==> src/rtl/axi_lite_slave_mem_if.sv <==
// AXI4-Lite bus bundle between a master and the slave memory; all five channels, no clock/reset.
interface axi_lite_slave_mem_if #(
   parameter int DATA_WIDTH = 32,
   parameter int ADDR_WIDTH = 32
);
   logic [ADDR_WIDTH-1:0]   awaddr;
   logic                    awvalid;
   logic                    awready;
   logic [DATA_WIDTH-1:0]   wdata;
   logic [DATA_WIDTH/8-1:0] wstrb;
   logic                    wvalid;
   logic                    wready;
   logic [1:0]              bresp;
   logic                    bvalid;
   logic                    bready;
   logic [ADDR_WIDTH-1:0]   araddr;
   logic                    arvalid;
   logic                    arready;
   logic [DATA_WIDTH-1:0]   rdata;
   logic [1:0]              rresp;
   logic                    rvalid;
   logic                    rready;

   modport slave (
      input  awaddr, awvalid, wdata, wstrb, wvalid, bready, araddr, arvalid, rready,
      output awready, wready, bresp, bvalid, arready, rdata, rresp, rvalid
   );

   modport master (
      output awaddr, awvalid, wdata, wstrb, wvalid, bready, araddr, arvalid, rready,
      input  awready, wready, bresp, bvalid, arready, rdata, rresp, rvalid
   );
endinterface

==> src/rtl/axi_lite_slave_mem.sv <==
// AXI4-Lite slave word memory: bvalid one edge after AW+W complete, rvalid one edge after AR.
// One write and one read outstanding; readies drop while a response waits on bready/rready.
module axi_lite_slave_mem #(
   parameter int                    DATA_WIDTH = 32,
   parameter int                    ADDR_WIDTH = 32,
   parameter int                    DEPTH      = 16,
   parameter logic [ADDR_WIDTH-1:0] BASE_ADDR  = '0
) (
   input logic                 aclk,
   input logic                 areset,
   axi_lite_slave_mem_if.slave s_axi
);
   localparam int NB = DATA_WIDTH / 8;
   localparam int IW = $clog2(DEPTH);

   localparam logic [1:0] RESP_OKAY   = 2'b00;
   localparam logic [1:0] RESP_SLVERR = 2'b10;

   typedef enum logic {W_IDLE, W_RESP} w_state_t;
   typedef enum logic {R_IDLE, R_DATA} r_state_t;

   w_state_t                r_wstate;
   r_state_t                r_rstate;
   logic [DATA_WIDTH-1:0]   r_mem [DEPTH];

   logic                    r_awready;
   logic                    r_wready;
   logic                    r_bvalid;
   logic [1:0]              r_bresp;
   logic                    r_aw_got;
   logic                    r_w_got;
   logic [ADDR_WIDTH-1:2]   r_awaddr;
   logic [DATA_WIDTH-1:0]   r_wdata;
   logic [NB-1:0]           r_wstrb;

   logic                    r_arready;
   logic                    r_rvalid;
   logic [DATA_WIDTH-1:0]   r_rdata;
   logic [1:0]              r_rresp;

   logic                    w_aw_hs;
   logic                    w_w_hs;
   logic                    w_ar_hs;
   logic                    w_aw_ok;
   logic                    w_w_ok;
   logic                    w_commit;
   logic                    w_we;
   logic [ADDR_WIDTH-1:2]   w_awaddr;
   logic [DATA_WIDTH-1:0]   w_wdata;
   logic [NB-1:0]           w_wstrb;
   logic                    w_wr_in;
   logic [IW-1:0]           w_wr_idx;
   logic                    w_rd_in;
   logic [IW-1:0]           w_rd_idx;
   logic [DATA_WIDTH-1:0]   w_merge;

   assign w_aw_hs  = s_axi.awvalid & r_awready;
   assign w_w_hs   = s_axi.wvalid  & r_wready;
   assign w_ar_hs  = s_axi.arvalid & r_arready;
   assign w_aw_ok  = r_aw_got | w_aw_hs;
   assign w_w_ok   = r_w_got  | w_w_hs;
   assign w_commit = (r_wstate == W_IDLE) & w_aw_ok & w_w_ok;
   assign w_we     = w_commit & w_wr_in;

   // A half captured earlier comes from the holding registers, the other half straight off the bus.
   assign w_awaddr = r_aw_got ? r_awaddr : s_axi.awaddr[ADDR_WIDTH-1:2];
   assign w_wdata  = r_w_got  ? r_wdata  : s_axi.wdata;
   assign w_wstrb  = r_w_got  ? r_wstrb  : s_axi.wstrb;

   // BASE_ADDR is aligned to the window size, so range check is an upper-bit match.
   assign w_wr_in  = (w_awaddr[ADDR_WIDTH-1:IW+2] == BASE_ADDR[ADDR_WIDTH-1:IW+2]);
   assign w_wr_idx = w_awaddr[IW+1:2];
   assign w_rd_in  = (s_axi.araddr[ADDR_WIDTH-1:IW+2] == BASE_ADDR[ADDR_WIDTH-1:IW+2]);
   assign w_rd_idx = s_axi.araddr[IW+1:2];

   always_comb begin
      w_merge = r_mem[w_wr_idx];
      for (int b = 0; b < NB; b++) begin
         if (w_wstrb[b]) begin
            w_merge[8*b +: 8] = w_wdata[8*b +: 8];
         end
      end
   end

   for (genvar g = 0; g < DEPTH; g++) begin : g_word
      always_ff @(posedge aclk or posedge areset) begin
         if (areset) begin
            r_mem[g] <= '0;
         end else if (w_we && (w_wr_idx == IW'(g))) begin
            r_mem[g] <= w_merge;
         end
      end
   end

   always_ff @(posedge aclk or posedge areset) begin
      if (areset) begin
         r_wstate  <= W_IDLE;
         r_awready <= 1'b0;
         r_wready  <= 1'b0;
         r_bvalid  <= 1'b0;
         r_bresp   <= RESP_OKAY;
         r_aw_got  <= 1'b0;
         r_w_got   <= 1'b0;
         r_awaddr  <= '0;
         r_wdata   <= '0;
         r_wstrb   <= '0;
      end else begin
         case (r_wstate)
            W_IDLE: begin
               if (w_commit) begin
                  r_bresp   <= w_wr_in ? RESP_OKAY : RESP_SLVERR;
                  r_bvalid  <= 1'b1;
                  r_awready <= 1'b0;
                  r_wready  <= 1'b0;
                  r_aw_got  <= 1'b0;
                  r_w_got   <= 1'b0;
                  r_wstate  <= W_RESP;
               end else begin
                  if (w_aw_hs) begin
                     r_aw_got <= 1'b1;
                     r_awaddr <= s_axi.awaddr[ADDR_WIDTH-1:2];
                  end
                  if (w_w_hs) begin
                     r_w_got <= 1'b1;
                     r_wdata <= s_axi.wdata;
                     r_wstrb <= s_axi.wstrb;
                  end
                  // Also raises the readies on the first edge out of reset.
                  r_awready <= ~w_aw_ok;
                  r_wready  <= ~w_w_ok;
               end
            end
            W_RESP: begin
               if (s_axi.bready) begin
                  r_bvalid  <= 1'b0;
                  r_awready <= 1'b1;
                  r_wready  <= 1'b1;
                  r_wstate  <= W_IDLE;
               end
            end
            default: r_wstate <= W_IDLE;
         endcase
      end
   end

   always_ff @(posedge aclk or posedge areset) begin
      if (areset) begin
         r_rstate  <= R_IDLE;
         r_arready <= 1'b0;
         r_rvalid  <= 1'b0;
         r_rdata   <= '0;
         r_rresp   <= RESP_OKAY;
      end else begin
         case (r_rstate)
            R_IDLE: begin
               if (w_ar_hs) begin
                  // r_mem still holds pre-write contents on a same-edge write.
                  r_rdata   <= w_rd_in ? r_mem[w_rd_idx] : '0;
                  r_rresp   <= w_rd_in ? RESP_OKAY : RESP_SLVERR;
                  r_rvalid  <= 1'b1;
                  r_arready <= 1'b0;
                  r_rstate  <= R_DATA;
               end else begin
                  r_arready <= 1'b1;
               end
            end
            R_DATA: begin
               if (s_axi.rready) begin
                  r_rvalid  <= 1'b0;
                  r_arready <= 1'b1;
                  r_rstate  <= R_IDLE;
               end
            end
            default: r_rstate <= R_IDLE;
         endcase
      end
   end

   assign s_axi.awready = r_awready;
   assign s_axi.wready  = r_wready;
   assign s_axi.bvalid  = r_bvalid;
   assign s_axi.bresp   = r_bresp;
   assign s_axi.arready = r_arready;
   assign s_axi.rvalid  = r_rvalid;
   assign s_axi.rdata   = r_rdata;
   assign s_axi.rresp   = r_rresp;
endmodule

==> src/flat_wrapper.sv <==
// flat-port wrapper written by rule: the top's interface ports become plain ports
module axi_lite_slave_mem_flat 
#(
   parameter int                    DATA_WIDTH = 32,
   parameter int                    ADDR_WIDTH = 32,
   parameter int                    DEPTH      = 16,
   parameter logic [ADDR_WIDTH-1:0] BASE_ADDR  = '0
)
  (aclk, areset, s_axi_awaddr, s_axi_awvalid, s_axi_wdata, s_axi_wstrb, s_axi_wvalid, s_axi_bready, s_axi_araddr, s_axi_arvalid, s_axi_rready, s_axi_awready, s_axi_wready, s_axi_bresp, s_axi_bvalid, s_axi_arready, s_axi_rdata, s_axi_rresp, s_axi_rvalid);
  axi_lite_slave_mem_if #(.DATA_WIDTH(DATA_WIDTH), .ADDR_WIDTH(ADDR_WIDTH)) s_axi_i ();
  input logic aclk;
  input logic areset;
  input wire logic [$bits(s_axi_i.awaddr)-1:0] s_axi_awaddr;
  input wire logic [$bits(s_axi_i.awvalid)-1:0] s_axi_awvalid;
  input wire logic [$bits(s_axi_i.wdata)-1:0] s_axi_wdata;
  input wire logic [$bits(s_axi_i.wstrb)-1:0] s_axi_wstrb;
  input wire logic [$bits(s_axi_i.wvalid)-1:0] s_axi_wvalid;
  input wire logic [$bits(s_axi_i.bready)-1:0] s_axi_bready;
  input wire logic [$bits(s_axi_i.araddr)-1:0] s_axi_araddr;
  input wire logic [$bits(s_axi_i.arvalid)-1:0] s_axi_arvalid;
  input wire logic [$bits(s_axi_i.rready)-1:0] s_axi_rready;
  output wire logic [$bits(s_axi_i.awready)-1:0] s_axi_awready;
  output wire logic [$bits(s_axi_i.wready)-1:0] s_axi_wready;
  output wire logic [$bits(s_axi_i.bresp)-1:0] s_axi_bresp;
  output wire logic [$bits(s_axi_i.bvalid)-1:0] s_axi_bvalid;
  output wire logic [$bits(s_axi_i.arready)-1:0] s_axi_arready;
  output wire logic [$bits(s_axi_i.rdata)-1:0] s_axi_rdata;
  output wire logic [$bits(s_axi_i.rresp)-1:0] s_axi_rresp;
  output wire logic [$bits(s_axi_i.rvalid)-1:0] s_axi_rvalid;
  assign s_axi_i.awaddr = s_axi_awaddr;
  assign s_axi_i.awvalid = s_axi_awvalid;
  assign s_axi_i.wdata = s_axi_wdata;
  assign s_axi_i.wstrb = s_axi_wstrb;
  assign s_axi_i.wvalid = s_axi_wvalid;
  assign s_axi_i.bready = s_axi_bready;
  assign s_axi_i.araddr = s_axi_araddr;
  assign s_axi_i.arvalid = s_axi_arvalid;
  assign s_axi_i.rready = s_axi_rready;
  assign s_axi_awready = s_axi_i.awready;
  assign s_axi_wready = s_axi_i.wready;
  assign s_axi_bresp = s_axi_i.bresp;
  assign s_axi_bvalid = s_axi_i.bvalid;
  assign s_axi_arready = s_axi_i.arready;
  assign s_axi_rdata = s_axi_i.rdata;
  assign s_axi_rresp = s_axi_i.rresp;
  assign s_axi_rvalid = s_axi_i.rvalid;
  axi_lite_slave_mem #(.DATA_WIDTH(DATA_WIDTH), .ADDR_WIDTH(ADDR_WIDTH), .DEPTH(DEPTH), .BASE_ADDR(BASE_ADDR)) u_core (.aclk(aclk), .areset(areset), .s_axi(s_axi_i));
endmodule
==> config.mk <==
export PLATFORM = sky130hd
export DESIGN_NAME = axi_lite_slave_mem_flat
export DESIGN_NICKNAME = d
export VERILOG_FILES = /design/src/rtl/axi_lite_slave_mem_if.sv /design/src/rtl/axi_lite_slave_mem.sv /design/src/flat_wrapper.sv
export SDC_FILE = /design/constraint.sdc
export NUM_CORES = 1
export LEC_CHECK = 0
export CAP_MARGIN = 30
export CORE_MARGIN = 2
export CORE_UTILIZATION = 50
export CTS_CLUSTER_DIAMETER = 30
export CTS_CLUSTER_SIZE = 12
export DETAILED_ROUTE_END_ITERATION = 8
export PLACE_DENSITY = 0.73
export SLEW_MARGIN = 15
export SYNTH_ARGS = -nofsm -noshare
export SYNTH_HDL_FRONTEND = slang
export SYNTH_SLANG_ARGS = --single-unit
==> constraint.sdc <==
create_clock -name aclk -period 20 [get_ports aclk]
set_clock_uncertainty 0.15 [all_clocks]
set_input_delay 3 -clock aclk [delete_from_list [all_inputs] [get_ports aclk]]
set_output_delay 3 -clock aclk [all_outputs]
set_load 0.005 [all_outputs]
# Yosys cells after proc, flatten, opt, wreduce, memory -nomap -nowiden
# Cells that the tools add are included.
[totals]
in_bits = 107
elab_cells = 136
reg_bits = 623
out_inout_bits = 41
[op_classes]
eq_ne = 19
mux = 40
reduce_logical = 29
bitwise = 15
n_lt_le_gt_ge = 2
[op_table]
columns = ["cell", "count"]
rows = [
  ["32-bit binary-select mux with 4-bit select", 2],
  ["32-bit 2-to-1 mux", 6],
  ["26-bit zero test", 2],
  ["4-bit == test (second input constant)", 8],
  ["8-bit 2-to-1 mux", 4],
  ["30-bit 2-to-1 mux", 1],
  ["1-bit 2-to-1 mux", 17],
  ["4-bit by 3-bit == test with 1-bit output (second input constant)", 4],
  ["1-bit logical AND", 16],
  ["1-bit case mux with 2 select lines", 7],
  ["2-bit AND reduction", 6],
  ["5-bit greater-or-equal comparator (second input constant)", 2],
  ["4-bit inverter with 5-bit output", 2],
  ["4-bit by 2-bit == test with 1-bit output (second input constant)", 2],
  ["1-bit bitwise AND", 6],
  ["3-bit AND reduction", 2],
  ["1-bit inverter", 5],
  ["4-bit by 1-bit == test with 1-bit output (second input constant)", 1],
  ["4-bit zero test", 1],
  ["2-bit 2-to-1 mux", 2],
  ["4-bit 2-to-1 mux", 1],
  ["2-bit by 1-bit != test with 1-bit output (second input constant)", 2],
  ["2-bit != test (second input constant)", 2],
  ["2-bit nonzero test", 2],
  ["1-bit bitwise OR", 2],
]

# Longest topological paths before layout
# Gate-level depths: netlist of run 1.
[depth]
word_depth = 6
mapped_depth = 11
mapped_depth_nobuf = 6

# Worst setup path after synthesis of run 1
# Ideal clock, no wire load.
[synth_timing]
kind = "input to register"
from = "input s_axi_araddr[2]"
to = "register u_core.r_rdata[10], in the netlist u_core.s_axi.rdata[10]"
t_arrival_ns = 5.191
required_ns = 19.717
slack_ns = 14.526
n_path_buf = 2
path_stages = 6
setup_time_ns = 0.133
path_cell_list = "clkbuf_1 > buf_1 > mux4_2 > mux4_2 > inv_1 > o21ai_0"
[synth_via]
elab_chain_cells = 5
[synth_lines]
columns = ["element", "line_no", "rtl"]
rows = [
  ["start, declared", "flat_wrapper.sv:19", "input wire logic [$bits(s_axi_i.araddr)-1:0] s_axi_araddr;"],
  ["4-bit inverter with 5-bit output (not written as such)", "axi_lite_slave_mem.sv:158", "r_rdata <= w_rd_in ? r_mem[w_rd_idx] : '0;"],
  ["32-bit binary-select mux with 4-bit select", "axi_lite_slave_mem.sv:158", ""],
  ["32-bit 2-to-1 mux (not written as such) (2 in series)", "axi_lite_slave_mem.sv:158", ""],
  ["32-bit 2-to-1 mux", "axi_lite_slave_mem.sv:158", ""],
  ["end signal, assigned", "axi_lite_slave_mem.sv:158", ""],
  ["end, declared", "axi_lite_slave_mem.sv:38", "logic [DATA_WIDTH-1:0] r_rdata;"],
]
# No other way between the ends. The select of a mux whose other input is x is not followed.
# A chain may end at the register's enable or synchronous reset.

# Worst setup path in the final report of run 1
[layout_timing]
from = "input s_axi_awaddr[3]"
to = "register u_core.r_mem[16] in the netlist's numbering"
[layout_via]
elab_chain_cells = 6
word_cells_on_any_way = 8
classes_between = "eq/ne: 1; mux: 5; bitwise: 1; reduce/logical: 1"
[layout_lines]
columns = ["element", "line_no", "rtl"]
rows = [
  ["start, declared", "flat_wrapper.sv:13", "input wire logic [$bits(s_axi_i.awaddr)-1:0] s_axi_awaddr;"],
  ["30-bit 2-to-1 mux (*)", "axi_lite_slave_mem.sv:66", "assign w_awaddr = r_aw_got ? r_awaddr : s_axi.awaddr[ADDR_WIDTH-1:2];"],
  ["4-bit inverter with 5-bit output (not written as such)", "axi_lite_slave_mem.sv:77", "w_merge = r_mem[w_wr_idx];"],
  ["32-bit binary-select mux with 4-bit select", "axi_lite_slave_mem.sv:77", ""],
  ["32-bit 2-to-1 mux (not written as such) (2 in series)", "axi_lite_slave_mem.sv:77", ""],
  ["8-bit 2-to-1 mux", "axi_lite_slave_mem.sv:79", "if (w_wstrb[b]) begin"],
  ["end signal, assigned by index", "axi_lite_slave_mem.sv:90", "r_mem[g] <= w_merge;"],
  ["end, declared", "axi_lite_slave_mem.sv:24", "logic [DATA_WIDTH-1:0] r_mem [DEPTH];"],
]
# Mark *: on every way between the ends. The rest lies on a longest branch, timed or not. The select of a mux whose other input is x is not followed.

==> metrics.cfg, run 1 <==
[global_route]
grt_start_max_net_pins=179
grt_pass1_wl_um=152000
grt_use_total_pct=30.0
first_global_vias=25509
grt_overflow_total=0
antenna_found_initial=1

[yosys]
netlist-cell-type-count=43
synth.avg_cell_area_sq_um=13.1
synthCells=2469
ys_warn_count=0
synth_area_sq_um=32400
yosysSeqAreaShare_pct=48.0
synth-seq-cells=621

[timing]
rsz0062_at_grt=false
finalMaxSlewViolations=0
finalWorstPathRequiredPeriod_ns=6.35
tns_ns=0
setup_ws_ns=13.65
hold_viol=0
setup_viol=0
slew_headroom_pct=32.8
fmax_ghz=0.157
min_period_over_period_pct=31.8
max_slew.worst_pin.slew_ns=1.01

[clocking]
holdBufCountCts=0
postCtsSetupBuffers=0
numCtsBuffers=137
tritoncts=yes
insertion_delay_ns=0.73
htreeDepth=4
cts_buffer_depth=3
path_clk_slew_ns=0.04
ctsResizeCount=0
ctsRootBufferMaster=clkbuf_16
clock-sinks=621

[power]
power_per_cell_area_nw_per_um2=117
p_leak_uw=0.0175
finalPower_uw=4620
ir_drop_v=0.0000896

[detailed_routing]
dr.pass1.iters=6
ant_nets=0
vias=23838
maxUsedRoutingLayer=met4
drc=0
drt_iter0_markers=2387
drt-total-wl_um=99200
drt-vias-per-instance=6.77
routed-wl-met2_um=47700
wl_met3_um=8670
wire_per_inst_um=28.2
route.layer.met1.wl_um=37700

[layout]
fin_area_sq_um=39600
final_net_count=2657
drive_gt1_share_pct=39.6
final_cell_count_no_fill=3519
nFillCells=4712
insertedDiodeCount=0
syn_to_final_growth_pct=22.1

[floorplan]
die_w_um=259
die-area_sq_um=66900
rows=93
core-area_sq_um=64200
io_pins=148
start_util_pct=50.5
fp.dieH_um=259

[run_status]
status=completed

[placed_design]
io_buffers=141
dp_hpwl_um=50600
dp_cells=3262
dp_worst_setup_slack_ns=12.81
routabilityCongestion=0.796
post_dp_cell_area_sq_um=34300

[worst_hold_path]
hold_path.class=reg -> reg

[critical_path]
crit_fanout=39
worst_path_most_repeated_cell=buf_4
worst_ep_required_time_ns=20.44
crit_path_cell_trace=clkdlybuf4s50_1 > nand3b_1 > buf_4 > buf_4 > a21boi_0 > a2111oi_0 > o22ai_1 > o41a_1 > mux2_2
slowest_delay_ns=0.68
worst-r2r-setup-slack_ns=15.39
cp.arrival_ns=6.79
endpoint_kind=register
slowest_stage=a2111oi_0
cp-start-kind=input port
worstSetupPathType=in -> reg

[job]
maxCapViolations=0

[stage by stage]
stage	hold WS, ns	utilization [%]
floorplan	0.317	-
global placement	0.313	53.4
detailed placement	0.310	53.4
CTS	0.321	61.4
global route	0.348	61.6
finish	0.316	61.6
[cell type report]
class / instances / area, sq um / area share, %
multi-input combinational: 1548 / 15700 / 39.6
clock inverter: 64 / 1040 / 2.64
inverter: 42 / 161 / 0.408
timing repair buffer: 200 / 1980 / 5.01
tap: 855 / 1070 / 2.70
sequential: 621 / 15500 / 39.3
clock buffer: 189 / 4080 / 10.3
[synthesized netlist by cell type]
master	number	area [sq um]
mux2_2	566	6370
a22oi_1	64	480
inv_1	41	154
nor2_1	12	45.0
or3_1	16	100
nand2_1	75	282
a21o_1	1	7.51
o22a_1	2	17.5
buf_6	9	101
a21boi_0	48	360
o31a_1	1	8.76
nand3_1	3	15.0
a21boi_1	17	128
nor3b_1	4	30.0
o41ai_1	1	8.76
mux2_1	13	146
inv_2	1	3.75
o21ai_0	161	806
o41a_1	32	360
mux4_2	160	3600
or4_1	3	22.5
nand2_2	1	6.26
nand2b_1	4	25.0
a2111oi_1	2	20.0
a21oi_1	3	15.0
o22ai_1	32	200
and2_1	1	6.26
a31oi_1	68	425
o21a_1	129	968
nand3b_1	1	7.51
and3b_4	1	12.5
buf_2	72	360
buf_4	7	52.6
mux2i_1	37	370
conb_1	1	3.75
clkbuf_1	146	548
nor4b_1	1	8.76
nor4_1	12	75.1
nand4_1	4	25.0
nor3_1	9	45.0
a2111oi_0	62	543
dfrtp_1	621	15500
buf_1	25	93.8
[layout by cell type, fill, tap and decap left out, types with 12 or more instances in the layout]
master,n
buf_4,51
nand2_1,74
or3_2,16
a21boi_1,17
mux4_2,160
a31oi_1,64
a21boi_0,48
bufinv_16,26
o41a_1,32
clkdlybuf4s50_1,137
nor4_1,12
inv_1,40
o21ai_0,161
mux2_2,566
nor2_1,12
clkbuf_16,147
o21a_1,129
clkbuf_8,25
a2111oi_0,62
a22oi_1,64
mux2i_1,36
mux2_1,13
dfrtp_1,620
clkinv_2,23
clkbuf_1,18
o22ai_1,32
[kinds of logic (layout without fill, tap and decap cells)]
logic type	count (synthesis)	in the layout	share of synthesized area (%)
multiplexers	776	776	32.4
AO/OA/AOI/OAI	623	623	13.4
flip-flops	621	621	48.0
buffers and inverters	301	495	4.05
AND/OR/NAND/NOR	147	147	2.18
other	1	2	0.0116
[registers in the layout (all words and copies together) (netlist names), 4 cells and up]
signal	count
u_core.r_awaddr	30
u_core.r_wdata	32
u_core.s_axi.rdata	32
u_core.r_wstrb	4
u_core.r_mem	512
[layer usage]
layer | up-vias | GRT usage [%]
met5 | - | 0
met4 | 0 | 16.5
met3 | 366 | 7.47
met2 | 1399 | 48.9
met1 | 12364 | 36.9
li1 | 9709 | -
[report_power, final]
part	leakage [uW]	internal (uW)	switching [uW]	total, uW
sequential	0.00851	1340	59.9	1400
clock	0.00251	1750	719	2470
combinational	0.00645	214	538	752
total	0.0175	3300	1320	4620
[path summary, 6_finish.rpt]
path / cells after the start / end / start
worst min register to register: 2 / u_core.s_axi.rvalid / u_core.s_axi.rvalid
worst min-delay path: 2 / u_core.s_axi.rvalid / u_core.s_axi.rvalid
worst max register to register: 8 / u_core.r_mem[16] / u_core.r_aw_got
worst max-delay path: 9 / u_core.r_mem[16] / s_axi_awaddr[3]
max in group asynchronous: 9 / u_core.r_mem[75] / areset
min in group asynchronous: 3 / u_core.r_mem[379] / areset
[critical path: cells and delay by family]
kind | cells | cell delay [ns]
compound gates | 4 | 1.71
buf+inv | 3 | 1.51
mux | 1 | 0.37
simple gates | 1 | 0.15
Note: power is estimated with default switching activity, not from simulation.
==> run 2, diff against run 1 <==
--- a/config.mk
+++ b/config.mk
@@ -11,7 +11,7 @@
 export CTS_CLUSTER_DIAMETER = 30
 export CTS_CLUSTER_SIZE = 12
 export DETAILED_ROUTE_END_ITERATION = 8
-export PLACE_DENSITY = 0.73
+export PLACE_DENSITY = 0.7
 export SLEW_MARGIN = 15
 export SYNTH_ARGS = -nofsm -noshare
 export SYNTH_HDL_FRONTEND = slang
==> constraint.sdc (replaced) <==
create_clock -name aclk -period 6.31 [get_ports aclk]
set_clock_uncertainty 0.15 [all_clocks]
set_input_delay 0.9465 -clock aclk [delete_from_list [all_inputs] [get_ports aclk]]
set_output_delay 0.9465 -clock aclk [all_outputs]
set_load 0.005 [all_outputs]
==> run 2 against run 1 <==
- total power rose to 3.1 times the previous value
- setup slack got worse by 12 ns
- die area did not move
- critical path type is now reg -> reg
- global-route usage fell by 0.064 points
==> metrics.cfg, run 2 (same netlist as run 1, synthesis figures left out) <==
[run_status]
status=completed  ; unchanged

[floorplan]
die-area_sq_um=66900  ; unchanged
die_w_um=259  ; unchanged
rows=93  ; unchanged
io_pins=148  ; unchanged
fp.dieH_um=259  ; unchanged
start_util_pct=50.5  ; unchanged
core-area_sq_um=64200  ; unchanged

[placed_design]
dp_cells=3269  ; was 3,262
io_buffers=141  ; unchanged
dp_worst_setup_slack_ns=1.52  ; was 12.81 ns
dp_hpwl_um=53500  ; was 50,600 um
routabilityCongestion=0.809  ; was 0.796

[layout]
drive_gt1_share_pct=39.7  ; was 39.6%
final_common_cell=dfrtp_1  ; unchanged
syn_to_final_growth_pct=21.5  ; was 22.1%
layout_common_cells=620 x dfrtp_1, 566 x mux2_2, 161 x o21ai_0, 160 x mux4_2, 138 x clkbuf_16  ; was 620 x dfrtp_1, 566 x mux2_2, 161 x o21ai_0, 160 x mux4_2, 147 x clkbuf_16
largest_reg_flops=512  ; unchanged
insertedDiodeCount=0  ; unchanged
regMostFlops=u_core.r_mem  ; unchanged
final_net_count=2660  ; was 2,657
nFillCells=4828  ; was 4,712
final_cell_count_no_fill=3518  ; was 3,519

[detailed_routing]
drc=0  ; unchanged
drt-vias-per-instance=6.70  ; was 6.77
drt_iter0_markers=2224  ; was 2,387
drt-total-wl_um=99500  ; was 99,200 um
wire_per_inst_um=28.3  ; was 28.2 um
dr.pass1.iters=6  ; unchanged
ant_nets=0  ; unchanged
vias=23587  ; was 23,838

[global_route]
grt_overflow_total=0  ; unchanged
first_global_vias=25142  ; was 25,509
grt_start_max_net_pins=163  ; was 179
grt_pass1_wl_um=151000  ; was 152,000 um
grt_use_total_pct=30.0  ; about the same
antenna_found_initial=0  ; was 1

[critical_path]
crit_fanout=35  ; was 39
cp.arrival_ns=4.90  ; was 6.79 ns
worstSetupPathType=reg -> reg  ; was in -> reg
endpoint_kind=register  ; unchanged
worst_ep_required_time_ns=6.74  ; was 20.44 ns
cp-start-kind=register  ; was input port

[timing]
max_slew.worst_pin.slew_ns=0.971  ; was 1.01 ns
finalMaxSlewViolations=0  ; unchanged
fmax_ghz=0.223
slew_headroom_pct=35.3  ; was 32.8%
holdWs_ns=0.324  ; was 0.316 ns
hold_viol=0  ; unchanged
rsz0062_at_grt=false  ; unchanged
finalWorstPathRequiredPeriod_ns=4.48
min_period_over_period_pct=70.9
setup_viol=0  ; unchanged
setup_ws_ns=1.83  ; was 13.65 ns

[power]
netSwitchingFraction_pct=29.5  ; was 28.5%
intPower_uw=10100  ; was 3300 uW
power_frac_comb_pct=17.1  ; was 16.3%
p_clk_share_pct=51.8  ; was 53.4%
power_per_cell_area_nw_per_um2=363  ; was 117 nW/um^2
p_switching_uw=4220  ; was 1320 uW
p_leak_uw=0.0174  ; was 0.0175 uW
seq_power_share_pct=31.1  ; was 30.3%
ir_drop_v=0.000282  ; was 0.0000896 V

[clocking]
holdBufCountCts=0  ; unchanged
ctsResizeCount=0  ; unchanged
tritoncts=yes  ; unchanged
clock-sinks=621  ; unchanged
ctsRootBufferMaster=clkbuf_16  ; unchanged
postCtsSetupBuffers=0  ; unchanged
path_clk_slew_ns=0.05  ; was 0.04 ns
numCtsBuffers=134  ; was 137
insertion_delay_ns=0.72  ; was 0.73 ns
cts_buffer_depth=3  ; unchanged
htreeDepth=4  ; unchanged

[job]
maxCapViolations=0  ; unchanged

[worst_hold_path]
hold_path.class=reg -> reg  ; unchanged

## run 2: changes by cell type in the layout (fill, tap and decap cells not counted), moves of 4 or more
cell        change
clkinv_4        +4
bufinv_16       -5
clkbuf_16       -9
buf_12          +7
inv_6           +8
clkinvlp_4      +4
clkinv_2        -4
## run 2: power groups by stage
| stage | logic (uW) | registers [uW] | clock network [uW] |
|---|---|---|---|
| after floorplan | 1560 | 4400 | 0 |
| after global placement | 2310 | 4470 | 0 |
| after detailed placement | 2390 | 4500 | 0 |
| after CTS | 2410 | 4440 | 7460 |
| after global routing | 2560 | 4470 | 7680 |
| final | 2440 | 4440 | 7390 |
## run 2: path summary, 6_finish.rpt
kind	from	to	slack, ns	cells past startpoint
max in group asynchronous	areset	u_core.r_mem[244]	3.98	4
worst max register to register	u_core.r_aw_got	u_core.r_mem[254]	1.83	8
worst max-delay path	u_core.r_aw_got	u_core.r_mem[254]	1.83	8
worst min-delay path	u_core.s_axi.rdata[25]	u_core.s_axi.rdata[25]	0.32	2
min in group asynchronous	areset	u_core.r_mem[284]	0.46	2
worst min register to register	u_core.s_axi.rdata[25]	u_core.s_axi.rdata[25]	0.32	2
## run 2: layout make-up
cell class / instances / area [sq um] / area share, %
Multi-Input combinational cell: 1548 / 15700 / 39.8
Sequential cell: 621 / 15500 / 39.5
Clock buffer: 175 / 3810 / 9.68
Timing Repair Buffer: 206 / 2110 / 5.37
Tap cell: 855 / 1070 / 2.72
Clock inverter: 71 / 1010 / 2.55
Inverter: 42 / 161 / 0.410
## run 2: layer usage
metal | vias to the layer above | share of wire, % | track usage (%)
li1 | 9717 | - | -
met1 | 12300 | 38 | 37.1
met2 | 1242 | 49 | 49.4
met3 | 328 | 7.8 | 6.20
met4 | 0 | 4.9 | 16.5
met5 | - | 0 | 0
## run 2: worst max-delay path, stage by stage (launching register included)
cell and delay [ns]:
dfrtp_1 0.94, nand3b_1 0.66, buf_4 0.61, nand2_2 0.11, buf_4 0.34, a22oi_1 0.30
a31oi_1 0.14, o41a_1 0.67, mux2_2 0.37
## run 2: metrics by stage
stage	instance area [sq um]	total power (uW)	util (%)	TNS (ns)
6_report	39400	14300	61.3	0
4_1_cts	39300	14300	61.2	0
3_5_place_dp	34500	6890	53.7	0
3_3_place_gp	34400	6780	53.6	0
5_1_grt	39400	14700	61.3	0
2_1_floorplan	32400	5950	-	-2026.61
